[src/rtl/csr_pkg.sv]
// csr_pkg: shared definitions for the CSR access unit.
//   - funct3 encodings of the six Zicsr instructions
//   - FSM state enum
//   - addresses of the free-running read-only counters
//   - CSR_IMPL_MASK: address bits that must be zero for an implemented CSR
package csr_pkg;

    localparam logic [2:0] F3_RW  = 3'b001;
    localparam logic [2:0] F3_RS  = 3'b010;
    localparam logic [2:0] F3_RC  = 3'b011;
    localparam logic [2:0] F3_RWI = 3'b101;
    localparam logic [2:0] F3_RSI = 3'b110;
    localparam logic [2:0] F3_RCI = 3'b111;

    localparam logic [11:0] CSR_WRONG_BRANCH = 12'h000;
    localparam logic [11:0] CSR_CONTROL_XFER = 12'h001;
    localparam logic [11:0] CSR_VALID_INST   = 12'h002;

    localparam logic [11:0] CSR_IMPL_MASK = 12'hFF0;

    typedef enum logic [1:0] {
        IDLE  = 2'd0,
        READ  = 2'd1,
        WRITE = 2'd2,
        RESP  = 2'd3
    } csr_state_e;

    // Counters advance on their own; software may read them but never write.
    function automatic logic is_counter(input logic [11:0] addr);
        return (addr == CSR_WRONG_BRANCH) || (addr == CSR_CONTROL_XFER) ||
               (addr == CSR_VALID_INST);
    endfunction

endpackage

[src/rtl/csr_alu.sv]
// csr_alu: combinational read-modify-write datapath.
//   op     : funct3[1:0] (01 write, 10 set bits, 11 clear bits)
//   oldVal : CSR value read in the READ cycle
//   srcVal : rs1 value or zero-extended immediate
//   newVal : value to write back
module csr_alu (
    input  logic [1:0]  op,
    input  logic [31:0] oldVal,
    input  logic [31:0] srcVal,
    output logic [31:0] newVal
);

    always_comb begin
        newVal = srcVal;
        case (op)
            2'b10:   newVal = oldVal | srcVal;
            2'b11:   newVal = oldVal & ~srcVal;
            default: newVal = srcVal;
        endcase
    end

endmodule

[src/rtl/csr_access_unit.sv]
// csr_access_unit: sequences one Zicsr instruction at a time against a
// 16-entry CSR file with a combinational read port and a write port.
//   req*         : request handshake + decoded instruction fields
//   resp*        : response handshake, old CSR value for rd, illegal flag
//   csrReadAddr  : CSR file read address (non-zero only in READ)
//   csr          : CSR file read data
//   csrW*        : CSR file write port (active only in WRITE)
// Legal ops walk IDLE->READ->WRITE->RESP; illegal ops go straight to RESP.
module csr_access_unit
    import csr_pkg::*;
#(
    parameter int regSize = 16
) (
    input  logic        clk,
    input  logic        rst,
    input  logic        reqValid,
    output logic        reqReady,
    input  logic [2:0]  reqFunct3,
    input  logic [11:0] reqAddr,
    input  logic [31:0] reqSrc,
    input  logic [4:0]  reqZimm,
    input  logic        reqRs1Zero,
    output logic        respValid,
    input  logic        respReady,
    output logic [31:0] respData,
    output logic        respIllegal,
    output logic [3:0]  csrReadAddr,
    input  logic [31:0] csr,
    output logic        csrWEn,
    output logic [31:0] csrWData,
    output logic [11:0] csrWAddr
);

    localparam int AW = $clog2(regSize);

    csr_state_e state, stateNext;

    logic [1:0]  opQ;
    logic [11:0] addrQ;
    logic [31:0] srcQ;
    logic        wneedQ;
    logic        illegalQ;
    logic [31:0] oldQ;
    logic [31:0] aluOut;

    logic        accept;
    logic        wneedIn;
    logic        illegalIn;
    logic [31:0] srcIn;

    assign accept = reqValid && (state == IDLE);
    assign srcIn  = reqFunct3[2] ? {27'd0, reqZimm} : reqSrc;

    // Set/clear with a zero operand is a pure read and must not touch the CSR.
    always_comb begin
        wneedIn = 1'b0;
        case (reqFunct3)
            F3_RW, F3_RWI:  wneedIn = 1'b1;
            F3_RS, F3_RC:   wneedIn = !reqRs1Zero;
            F3_RSI, F3_RCI: wneedIn = (reqZimm != 5'd0);
            default:        wneedIn = 1'b0;
        endcase
    end

    assign illegalIn = (reqFunct3[1:0] == 2'b00) ||
                       ((reqAddr & CSR_IMPL_MASK) != 12'd0) ||
                       (wneedIn && is_counter(reqAddr));

    csr_alu u_alu (
        .op     (opQ),
        .oldVal (oldQ),
        .srcVal (srcQ),
        .newVal (aluOut)
    );

    always_ff @(posedge clk or posedge rst) begin
        if (rst) begin
            state    <= IDLE;
            opQ      <= 2'd0;
            addrQ    <= 12'd0;
            srcQ     <= 32'd0;
            wneedQ   <= 1'b0;
            illegalQ <= 1'b0;
            oldQ     <= 32'd0;
        end else begin
            state <= stateNext;
            if (accept) begin
                opQ      <= reqFunct3[1:0];
                addrQ    <= reqAddr;
                srcQ     <= srcIn;
                wneedQ   <= wneedIn;
                illegalQ <= illegalIn;
                oldQ     <= 32'd0;   // illegal responses report zero
            end
            if (state == READ) begin
                oldQ <= csr;
            end
        end
    end

    always_comb begin
        stateNext   = state;
        reqReady    = 1'b0;
        respValid   = 1'b0;
        respData    = 32'd0;
        respIllegal = 1'b0;
        csrReadAddr = 4'd0;
        csrWEn      = 1'b0;
        csrWData    = 32'd0;
        csrWAddr    = 12'd0;
        case (state)
            IDLE: begin
                reqReady = 1'b1;
                if (reqValid) stateNext = illegalIn ? RESP : READ;
            end
            READ: begin
                csrReadAddr = addrQ[AW-1:0];
                stateNext   = WRITE;
            end
            WRITE: begin
                csrWEn    = wneedQ;
                csrWData  = aluOut;
                csrWAddr  = addrQ;
                stateNext = RESP;
            end
            RESP: begin
                respValid   = 1'b1;
                respData    = oldQ;
                respIllegal = illegalQ;
                if (respReady) stateNext = IDLE;
            end
            default: stateNext = IDLE;
        endcase
    end

endmodule

[config.mk]
export PLATFORM = sky130hd
export DESIGN_NAME = csr_access_unit
export DESIGN_NICKNAME = d
export VERILOG_FILES = /design/src/rtl/csr_pkg.sv /design/src/rtl/csr_alu.sv /design/src/rtl/csr_access_unit.sv
export SDC_FILE = /design/constraint.sdc
export NUM_CORES = 1
export LEC_CHECK = 0
export CAP_MARGIN = 0
export CORE_MARGIN = 1.5
export CORE_UTILIZATION = 39
export CTS_CLUSTER_DIAMETER = 80
export DETAILED_ROUTE_END_ITERATION = 8
export DONT_BUFFER_PORTS = 1
export PLACE_DENSITY = 0.57
export SKIP_CTS_REPAIR_TIMING = 1
export SLEW_MARGIN = 20
export SYNTH_ARGS = -nofsm -noshare
export SYNTH_HDL_FRONTEND = slang
export SYNTH_SLANG_ARGS = --single-unit
[constraint.sdc]
create_clock -name clk -period 3.18 [get_ports clk]
set_clock_uncertainty 0.05 [all_clocks]
set_input_delay 0.636 -clock clk [delete_from_list [all_inputs] [get_ports clk]]
set_output_delay 0.636 -clock clk [all_outputs]
set_load 0.03 [all_outputs]
Word level (Yosys, flattened, before mapping). Cells that the tools add are included.

Latch bits: 0. Word-level logic and storage cells: 59. Memory bits (read-only): 0. Memories: 0. Register bits after elaboration: 82. Memory bits (writable): 0.

Bitwise operators: 3. Shifts and indexed selects: 0. Div/mod/pow operators: 0. Reductions and logical operators: 17. Multipliers: 0. Mux-type cells: 17. $add $sub $neg: 0. Equality and inequality tests: 15. Magnitude comparators: 0.

Operators with widths (number): $mux W32 (5); $pmux W32 S2 (1); $and A32 B32 Y32 (1); $not A32 Y32 (1); $or A32 B32 Y32 (1); $eq A12 B1 Y1 const B (1); $eq A12 B2 Y1 const B (1); $logic_not A12 Y1 (1); $mux W12 (1); $reduce_bool A12 Y1 (1); $eq A3 B3 Y1 const B (3); $eq A2 B2 Y1 const B (4); $pmux W2 S4 (1); $eq A3 B2 Y1 const B (2); $mux W2 (3); $reduce_or A2 Y1 (3); $reduce_bool A5 Y1 (1); $logic_not A2 Y1 (2); $logic_or A1 B1 Y1 (4); $mux W1 (4); $mux W4 (1); $ne A2 B2 Y1 const B (2); $eq A3 B1 Y1 const B (1); $pmux W1 S3 (1); 5 further kinds (6).

Longest topological paths before layout. Gate-level depths: netlist (run 1).

Depth in word-level cells: 8. Mapped depth: 7. Depth with buffers taken out: 5.

Modules after synthesis. A second synthesis (run 1) with hierarchy kept.

Cells, all modules: 505. Area, all modules: 4503.1 um^2.

By module, submodules not included: csr_access_unit (cells each 432, area an instance 3993.8 um^2, instances 1, sequential area each 2052.0 um^2); csr_alu (cells each 73, area an instance 509.2 um^2, instances 1, sequential area each 0.0 um^2).

Least setup slack after synthesis (run 1). OpenSTA, ideal clock, no wires.

Path type: register to output. Start point: reg state[0]. End point: out csrWAddr[0]. Buffers on the path: 2. Arrival time: 1.350 ns. Cell stages (with the launch flop): 6. Required time: 2.494 ns. Setup slack: 1.144 ns. Path through: dfrtp_1 inv_1 ha_1 clkbuf_1 clkbuf_1 and2_1.

Cells in the longest elaborated chain, start to end: 2.

Ends and longest elaborated chain: start, declared (line csr_access_unit.sv:36) `csr_state_e state, stateNext;`; start signal, assigned (line csr_access_unit.sv:86) `state <= stateNext;`; $eq A2 B2 Y1 (line csr_access_unit.sv:111) `case (state)`; $mux W12 (line csr_access_unit.sv:111); end, declared (line csr_access_unit.sv:31) `output logic [11:0] csrWAddr`.

No other way between the ends.

Worst setup path after layout (run 1).
Start point: reg state[0]. End point: out respData[4].

Cells in the longest elaborated chain, start to end: 2.

Ends and longest elaborated chain: $eq A2 B2 Y1 (line csr_access_unit.sv:111); $mux W32 (line csr_access_unit.sv:111); end, declared (line csr_access_unit.sv:25) `output logic [31:0] respData,`.

No other way between the ends.

==> out/metrics.yaml, run 1 <==
setup_viol: 0
grt_setup_unrepaired: "false"
antenna_found_initial: 0
syn_inst: 536
ys_seq_elements: 82
grt_max_degree: 57
highest_layer: "met4"
synth.cell_area_um2: 4430
clkSinkCount: 82
drt_iter0_markers: 208
holdCritPathClass: "in2async"
worst_pin_slew_ps: 650
fin_crit_sh_pct: 80.8
crit_arrival_ps: 1880
wirelength_um: 11100
p_leak_uw: 0.00215
gr-total-overflow: 0
grt_usage_pct: 18.5
synth.area.top_cells: "dfrtp_1 (46%), nand2_1 (14%), and2_1 (12%)"
yosysWarnings: 0
m1WireLength_um: 5070
synth-edff-count: 0
grt_pass1_wl_um: 16800
die_x_um: 110
cp_max_fo: 26
dr.pass1.iters: 6
vias: 3448
wl_met3_um: 781
synth_area_leader_cell: "dfrtp_1"
slew_violations: 0
clk_latency_ps: 320
antennaDiodeCount: 0
cts_buffer_depth: 2
synth.yosys.seq_area_share_pct: 46.3
drive_gt1_share_pct: 6.11
core_um2: 11000
synthFlopType: "dfrtp_1"
yosys-top-cells-count: "nand2_1 (163), o21ai_0 (83), and2_1 (82), dfrtp_1 (82), nand2b_1 (27)"
peakVddDrop_uv: 520
cap_violations: 0
floorplan.rows: 38
cts_tree: "done"
crit_type: "reg2out"
wl_per_cell_um: 16.7
area_growth_pct: 9.60
place_area_um2: 4550
die_y_um: 110
end_kind: "output pin"
die-area_um2: 12000
synth.avg_cell_area_um2: 8.27
status: "complete, no violations"
fin_nets: 613
routabilityCongestion: 0.748
min_period_ps: 2570
synth_cell_type_count: 29
grt_pass1_vias: 3203
power.density_nw_per_um2: 1090
max_freq_ghz: 0.389
htree_levels: 3
clockRootBuffer: "clkbuf_16"
start_util_pct: 40.4
yosysTopAreaCellShare_pct: 46.3
dpl.hpwl_um: 7500
max_slew_margin_pct: 56.6
finalSetupTns_ps: 0
cts_buffers: 9
async_flop_share_pct: 100
crit_required_ps: 2490
final.fill_count: 1100
clkTransAtPathRegs_ps: 60
antenna_left: 0
io_buffers: 0
yosysMostFrequentCell: "nand2_1"
routed-wl-met2_um: 5120
drcViolationCount: 0
cp-start-kind: "register"
synth_fp_nets: 629
pin_count: 173
final_area_um2: 4860
hold_viol: 0
via_per_inst: 5.19
## power by group
group          total, uW  switching, uW  internal, uW
Clock               1090            410           679
Sequential          1850            318          1530
Combinational       2380           1720           661
## cell families (layout without fill, tap and decap cells)
group / Yosys count / count (layout) / share of synthesized area (%)
AO/OA/AOI/OAI: 106 / 106 / 12.5
adder cells (fa/ha/maj): 4 / 4 / 1.13
buffers and inverters: 43 / 31 / 4.35
flip-flops: 82 / 82 / 46.3
multiplexers: 20 / 20 / 4.91
AND/OR/NAND/NOR: 281 / 281 / 30.8
## per-layer routing
layer  up-vias  global-route usage [%]
met4         0                    6.22
met1      1618                    24.0
met5         -                       0
li1       1696                       -
met3        14                    4.98
met2       120                    29.8
## sequential cells by signal (all words and copies together) (netlist names)
name,flops
oldQ,32
srcQ,32
addrQ,12
opQ,2
state,2
illegalQ,1
wneedQ,1
## metrics by stage
stage	power [uW]	hold slack [ps]	cells	util, %	worst slack (ps)
finish	5320	199	664	44.2	611
global route	5730	243	664	44.2	512
CTS	5380	219	664	44.2	585
detailed placement	4270	423	649	41.4	904
global placement	4200	419	649	41.4	966
floorplan	3770	392	536	-	386
## worst paths after layout
| check | from | to | slack, ps | depth (start not counted) |
|---|---|---|---|---|
| worst min register to register | illegalQ | illegalQ | 440 | 2 |
| max in group asynchronous | rst | oldQ[9] | 2190 | 2 |
| min in group clk | csr[23] | oldQ[23] | 380 | 2 |
| worst max register to register | state[1] | addrQ[7] | 920 | 5 |
| worst min-delay path | rst | oldQ[12] | 200 | 1 |
| worst max-delay path | state[0] | respData[4] | 610 | 3 |
## cells in the final DEF, fill, tap and decap left out, types with 2 or more instances in the layout
cell type  netlist  final
and2_1          82     82
nand2b_1        27     27
mux2_1          13     13
buf_4            2      9
clkbuf_16        0      9
ha_1             4      3
nand2_1        163    163
inv_1            5      4
o21ai_0         83     83
bufinv_16        0      2
nor2b_1          2      2
buf_12           0      2
clkinv_2         0      4
mux2i_1          6      6
dfrtp_1         82     82
o21ai_1         15     15
nor4_1           2      2
## critical path, cell delays in order, from the launching register on
cell	delay, ps
dfrtp_1	400
ha_1	370
buf_4	390
and2_1	380
## final cells by class
class / instances / area, um^2 / area share, %
multi-input combinational: 411 / 2190 / 45.2
tap: 140 / 175 / 3.61
clock inverter: 6 / 82.6 / 1.70
timing repair buffer: 11 / 108 / 2.22
sequential: 82 / 2050 / 42.2
inverter: 5 / 20.0 / 0.412
clock buffer: 9 / 225 / 4.64
(Power assumes the default switching activity.)
==> inputs of run 2 (changes only) <==
==> constraint.sdc (replaced) <==
create_clock -name clk -period 2.7 [get_ports clk]
set_clock_uncertainty 0.05 [all_clocks]
set_input_delay 0.54 -clock clk [delete_from_list [all_inputs] [get_ports clk]]
set_output_delay 0.54 -clock clk [all_outputs]
set_load 0.03 [all_outputs]
==> out/metrics.yaml, run 2 (same netlist as run 1, synthesis figures left out) <==
grt_pass1_wl_um: 16700
comb_power_share_pct: 44.5
cap_violations: 0
place_ws_ps: 613
p_int_uw: 3430
htree_levels: 3
wl_per_cell_um: 16.6
grt_pass1_vias: 3255
clk_latency_ps: 330
grt_setup_unrepaired: "false"
p_sw_uw: 2900
end_kind: "output pin"
crit_type: "reg2out"
clkSinkCount: 82
reg_top3: "oldQ (32), srcQ (32), addrQ (12)"
antenna_left: 0
dr.pass1.iters: 4
die_y_um: 110
power_frac_seq_pct: 34.4
cpLargestDelayFamily: "buffers and inverters"
p_sw_share_pct: 45.8
crit_arrival_ps: 1740
fin_crit_sh_pct: 86.4
slew_violations: 0
max_slew_margin_pct: 63.5
via_per_inst: 5.20
fin_nets: 614
gr-total-overflow: 0
start_util_pct: 40.4
area_growth_pct: 10.3
clkTransAtPathRegs_ps: 60
drive_gt1_share_pct: 6.27
die_x_um: 110
most-common-layout-cells: "nand2_1 (163), o21ai_0 (83), and2_1 (82), dfrtp_1 (82), nand2b_1 (27)"
cts_tree: "done"
final_common_cell: "nand2_1"
wirelength_um: 11100
p_leak_uw: 0.00216
drt_iter0_markers: 204
crit_required_ps: 2110
r2r-start: "state[1]"
die-area_um2: 12000
holdCritPathClass: "in2async"
core_um2: 11000
slowest_stage: "dfrtp_1"
grt_use_met2_pct: 30.3
routabilityCongestion: 0.717
critPathLaunch: "state[0]"
setup_viol: 0
vias: 3463
floorplan.rows: 38
crit_buf_inv: 2
grt_max_degree: 83
min_period_ps: 2330
pin_count: 173
cp_cell_sequence: "inv_1 > ha_1 > buf_4 > and2_1"
power_frac_clock_pct: 21.1
io_buffers: 0
cp_max_fo: 46
max_freq_ghz: 0.429
antenna_found_initial: 0
status: "complete, no violations"
antennaDiodeCount: 0
clockRootBuffer: "clkbuf_16"
drcViolationCount: 0
cts_buffer_depth: 2
cts_buffers: 9
gr-usage-met3_pct: 5.51
hold_viol: 0
power.density_nw_per_um2: 1290
grtUsageMet1_pct: 23.4
worst_pin_slew_ps: 548
peakVddDrop_uv: 530
max_stage_delay_ps: 410
layout_setup_ws_ps: 368
grt_usage_pct: 18.4
grt.busiest_layer: "met2"
cp-start-kind: "register"
dpl.hpwl_um: 7430
finalSetupTns_ps: 0
==> run 2: changes by cell type in the layout (fill, tap and decap cells not counted), sizes merged <==
cell,before,now
clkbuf,9,11
buf,11,12
clkinv,4,3
==> run 2: stage by stage <==
stage	util, %	power (uW)	cells	area (um^2)	hold slack, ps
6_report	44.5	6320	666	4890	121
5_1_grt	44.5	6810	666	4890	156
4_1_cts	44.5	6400	666	4890	146
3_5_place_dp	41.6	5050	650	4570	427
3_3_place_gp	41.6	4970	650	4570	419
2_1_floorplan	-	4440	536	4430	392
==> run 2: path summary, 6_finish.rpt <==
| check | to | slack [ps] | depth (start not counted) |
|---|---|---|---|
| max | csrWData[11] | 370 | 4 |
| min in group clk | oldQ[18] | 270 | 2 |
| min reg2reg | wneedQ | 430 | 2 |
| max reg2reg | addrQ[1] | 610 | 5 |
| max in group asynchronous | oldQ[24] | 2110 | 2 |
| min | oldQ[10] | 120 | 2 |
==> run 2: metal layers <==
metal	vias to the layer above	wire [um]
met5	-	0
met4	0	135
met3	10	859
met2	132	5120
met1	1623	4970
li1	1698	-
==> run 2: power groups by stage <==
| stage | Clock [uW] | Sequential [uW] | Combinational, uW |
|---|---|---|---|
| after floorplan | 0 | 2080 | 2370 |
| after global placement | 0 | 2170 | 2810 |
| after detailed placement | 0 | 2200 | 2850 |
| after CTS | 1360 | 2180 | 2860 |
| after global routing | 1410 | 2260 | 3130 |
| final | 1330 | 2170 | 2810 |
==> run 2: worst reg2reg max path: cells and delay by family, from the launching register on <==
family	cells	cell delay [ps]
mux	1	320
simple gates	1	310
flops	1	400
fa+ha+maj	1	510
buf+inv	2	380
==> run 2: final cells by class <==
| cell class | count | area [um^2] |
|---|---|---|
| Fill cell | 1095 | 6090 |
| Timing Repair Buffer | 12 | 128 |
| Clock inverter | 5 | 77.6 |
| Multi-Input combinational cell | 411 | 2190 |
| Inverter | 5 | 20.0 |
| Clock buffer | 11 | 243 |
| Sequential cell | 82 | 2050 |
| Tap cell | 140 | 175 |
==> inputs of run 3 (changes only) <==
--- a/config.mk
+++ b/config.mk
@@ -13,7 +13,6 @@
 export DONT_BUFFER_PORTS = 1
 export PLACE_DENSITY = 0.57
 export SKIP_CTS_REPAIR_TIMING = 1
-export SLEW_MARGIN = 20
 export SYNTH_ARGS = -nofsm -noshare
 export SYNTH_HDL_FRONTEND = slang
 export SYNTH_SLANG_ARGS = --single-unit
==> constraint.sdc (replaced) <==
create_clock -name clk -period 2.26 [get_ports clk]
set_clock_uncertainty 0.05 [all_clocks]
set_input_delay 0.452 -clock clk [delete_from_list [all_inputs] [get_ports clk]]
set_output_delay 0.452 -clock clk [all_outputs]
set_load 0.03 [all_outputs]
==> out/metrics.yaml, run 3 (same netlist as run 1, synthesis figures left out) <==
grt_pass1_wl_um: 16900
cts_buffer_depth: 2
fin_nets: 659
via_per_inst: 5.04
cp_max_fo: 46
holdCritPathClass: "in2async"
grt_usage_pct: 18.5
core_um2: 11000
antenna_left: 0
end_kind: "output pin"
peakVddDrop_uv: 640
dpl.hpwl_um: 7560
drcViolationCount: 0
reg2reg_depth: 6
cp-start-kind: "register"
die_x_um: 110
clkSinkCount: 82
dr.pass1.iters: 7
place_ws_ps: 412
clkTransAtPathRegs_ps: 60
drt_iter0_markers: 191
antenna_found_initial: 0
gr-total-overflow: 0
min_period_ps: 2120
crit_type: "reg2out"
fin_crit_sh_pct: 93.7
layout_setup_ws_ps: 143
routabilityCongestion: 0.794
setup_viol: 0
grt_pass1_vias: 3353
grt_max_degree: 83
floorplan.rows: 38
reg_top3: "oldQ (32), srcQ (32), addrQ (12)"
power.density_nw_per_um2: 1490
max_freq_ghz: 0.472
die-area_um2: 12000
antennaDiodeCount: 0
final_common_cell: "nand2_1"
drive_gt1_share_pct: 13.7
grt_setup_unrepaired: "false"
fin_hold_ws_ps: 58.4
crit_arrival_ps: 1610
clk_latency_ps: 330
io_buffers: 0
most-common-layout-cells: "nand2_1 (163), o21ai_0 (83), and2_1 (82), dfrtp_1 (82), buf_4 (52)"
die_y_um: 110
max_slew_margin_pct: 70.4
finalPower_uw: 7790
hold_viol: 0
slew_violations: 0
cts_buffers: 9
crit_required_ps: 1760
status: "complete, no violations"
clockRootBuffer: "clkbuf_16"
fin_util_pct: 47.6
area_growth_pct: 18.0
final.fill_count: 1108
worst_pin_slew_ps: 444
htree_levels: 3
wl_per_cell_um: 15.7
wirelength_um: 11100
cap_violations: 0
finalSetupTns_ps: 0
p_leak_uw: 0.00239
pin_count: 173
cts_tree: "done"
vias: 3586
start_util_pct: 40.4
[run 3: changes by cell type in the layout (fill, tap and decap cells not counted), sizes merged]
cell      delta
inv          +1
bufinv       -1
clkinv       -2
buf         +45
clkinvlp     +2
[run 3: cell type report]
type / count / area [um^2] / share of cell area, %
clock buffers: 11 / 243 / 4.64
clock inverters: 5 / 62.6 / 1.20
inverters: 5 / 22.5 / 0.431
multi-input cells: 411 / 2190 / 42.0
flip-flops and latches: 82 / 2050 / 39.2
well taps: 140 / 175 / 3.35
repair buffers: 57 / 482 / 9.21
[run 3: worst paths after layout]
check	startpoint	end	slack, ps
worst max-delay path	state[0]	csrWData[31]	140
worst min-delay path	rst	srcQ[15]	60
worst max register to register	state[0]	oldQ[6]	510
worst min register to register	wneedQ	wneedQ	430
max in group asynchronous	rst	srcQ[2]	1760
min in group clk	csr[30]	oldQ[30]	190
[run 3: power by group]
part	internal (uW)	switching [uW]
sequential	2150	450
combinational	1250	2460
clock	892	588
total	4290	3500
[run 3: critical path, cell delays in order (launching register included)]
cell	delay (ps)
dfrtp_1	410
inv_1	90
ha_1	190
buf_12	220
and2_1	370
[run 3: routing by layer]
layer	track usage [%]	part of all wire, %
met5	0	0
met1	23.3	43
met2	31.1	50
met4	5.47	1.3
met3	4.74	5.8
[run 3: per-stage QoR]
stage | cell area [um^2] | std cells
after floorplan | 4440 | 536
after global placement | 4920 | 695
after detailed placement | 4920 | 695
after CTS | 5230 | 711
after global routing | 5230 | 711
final | 5230 | 711
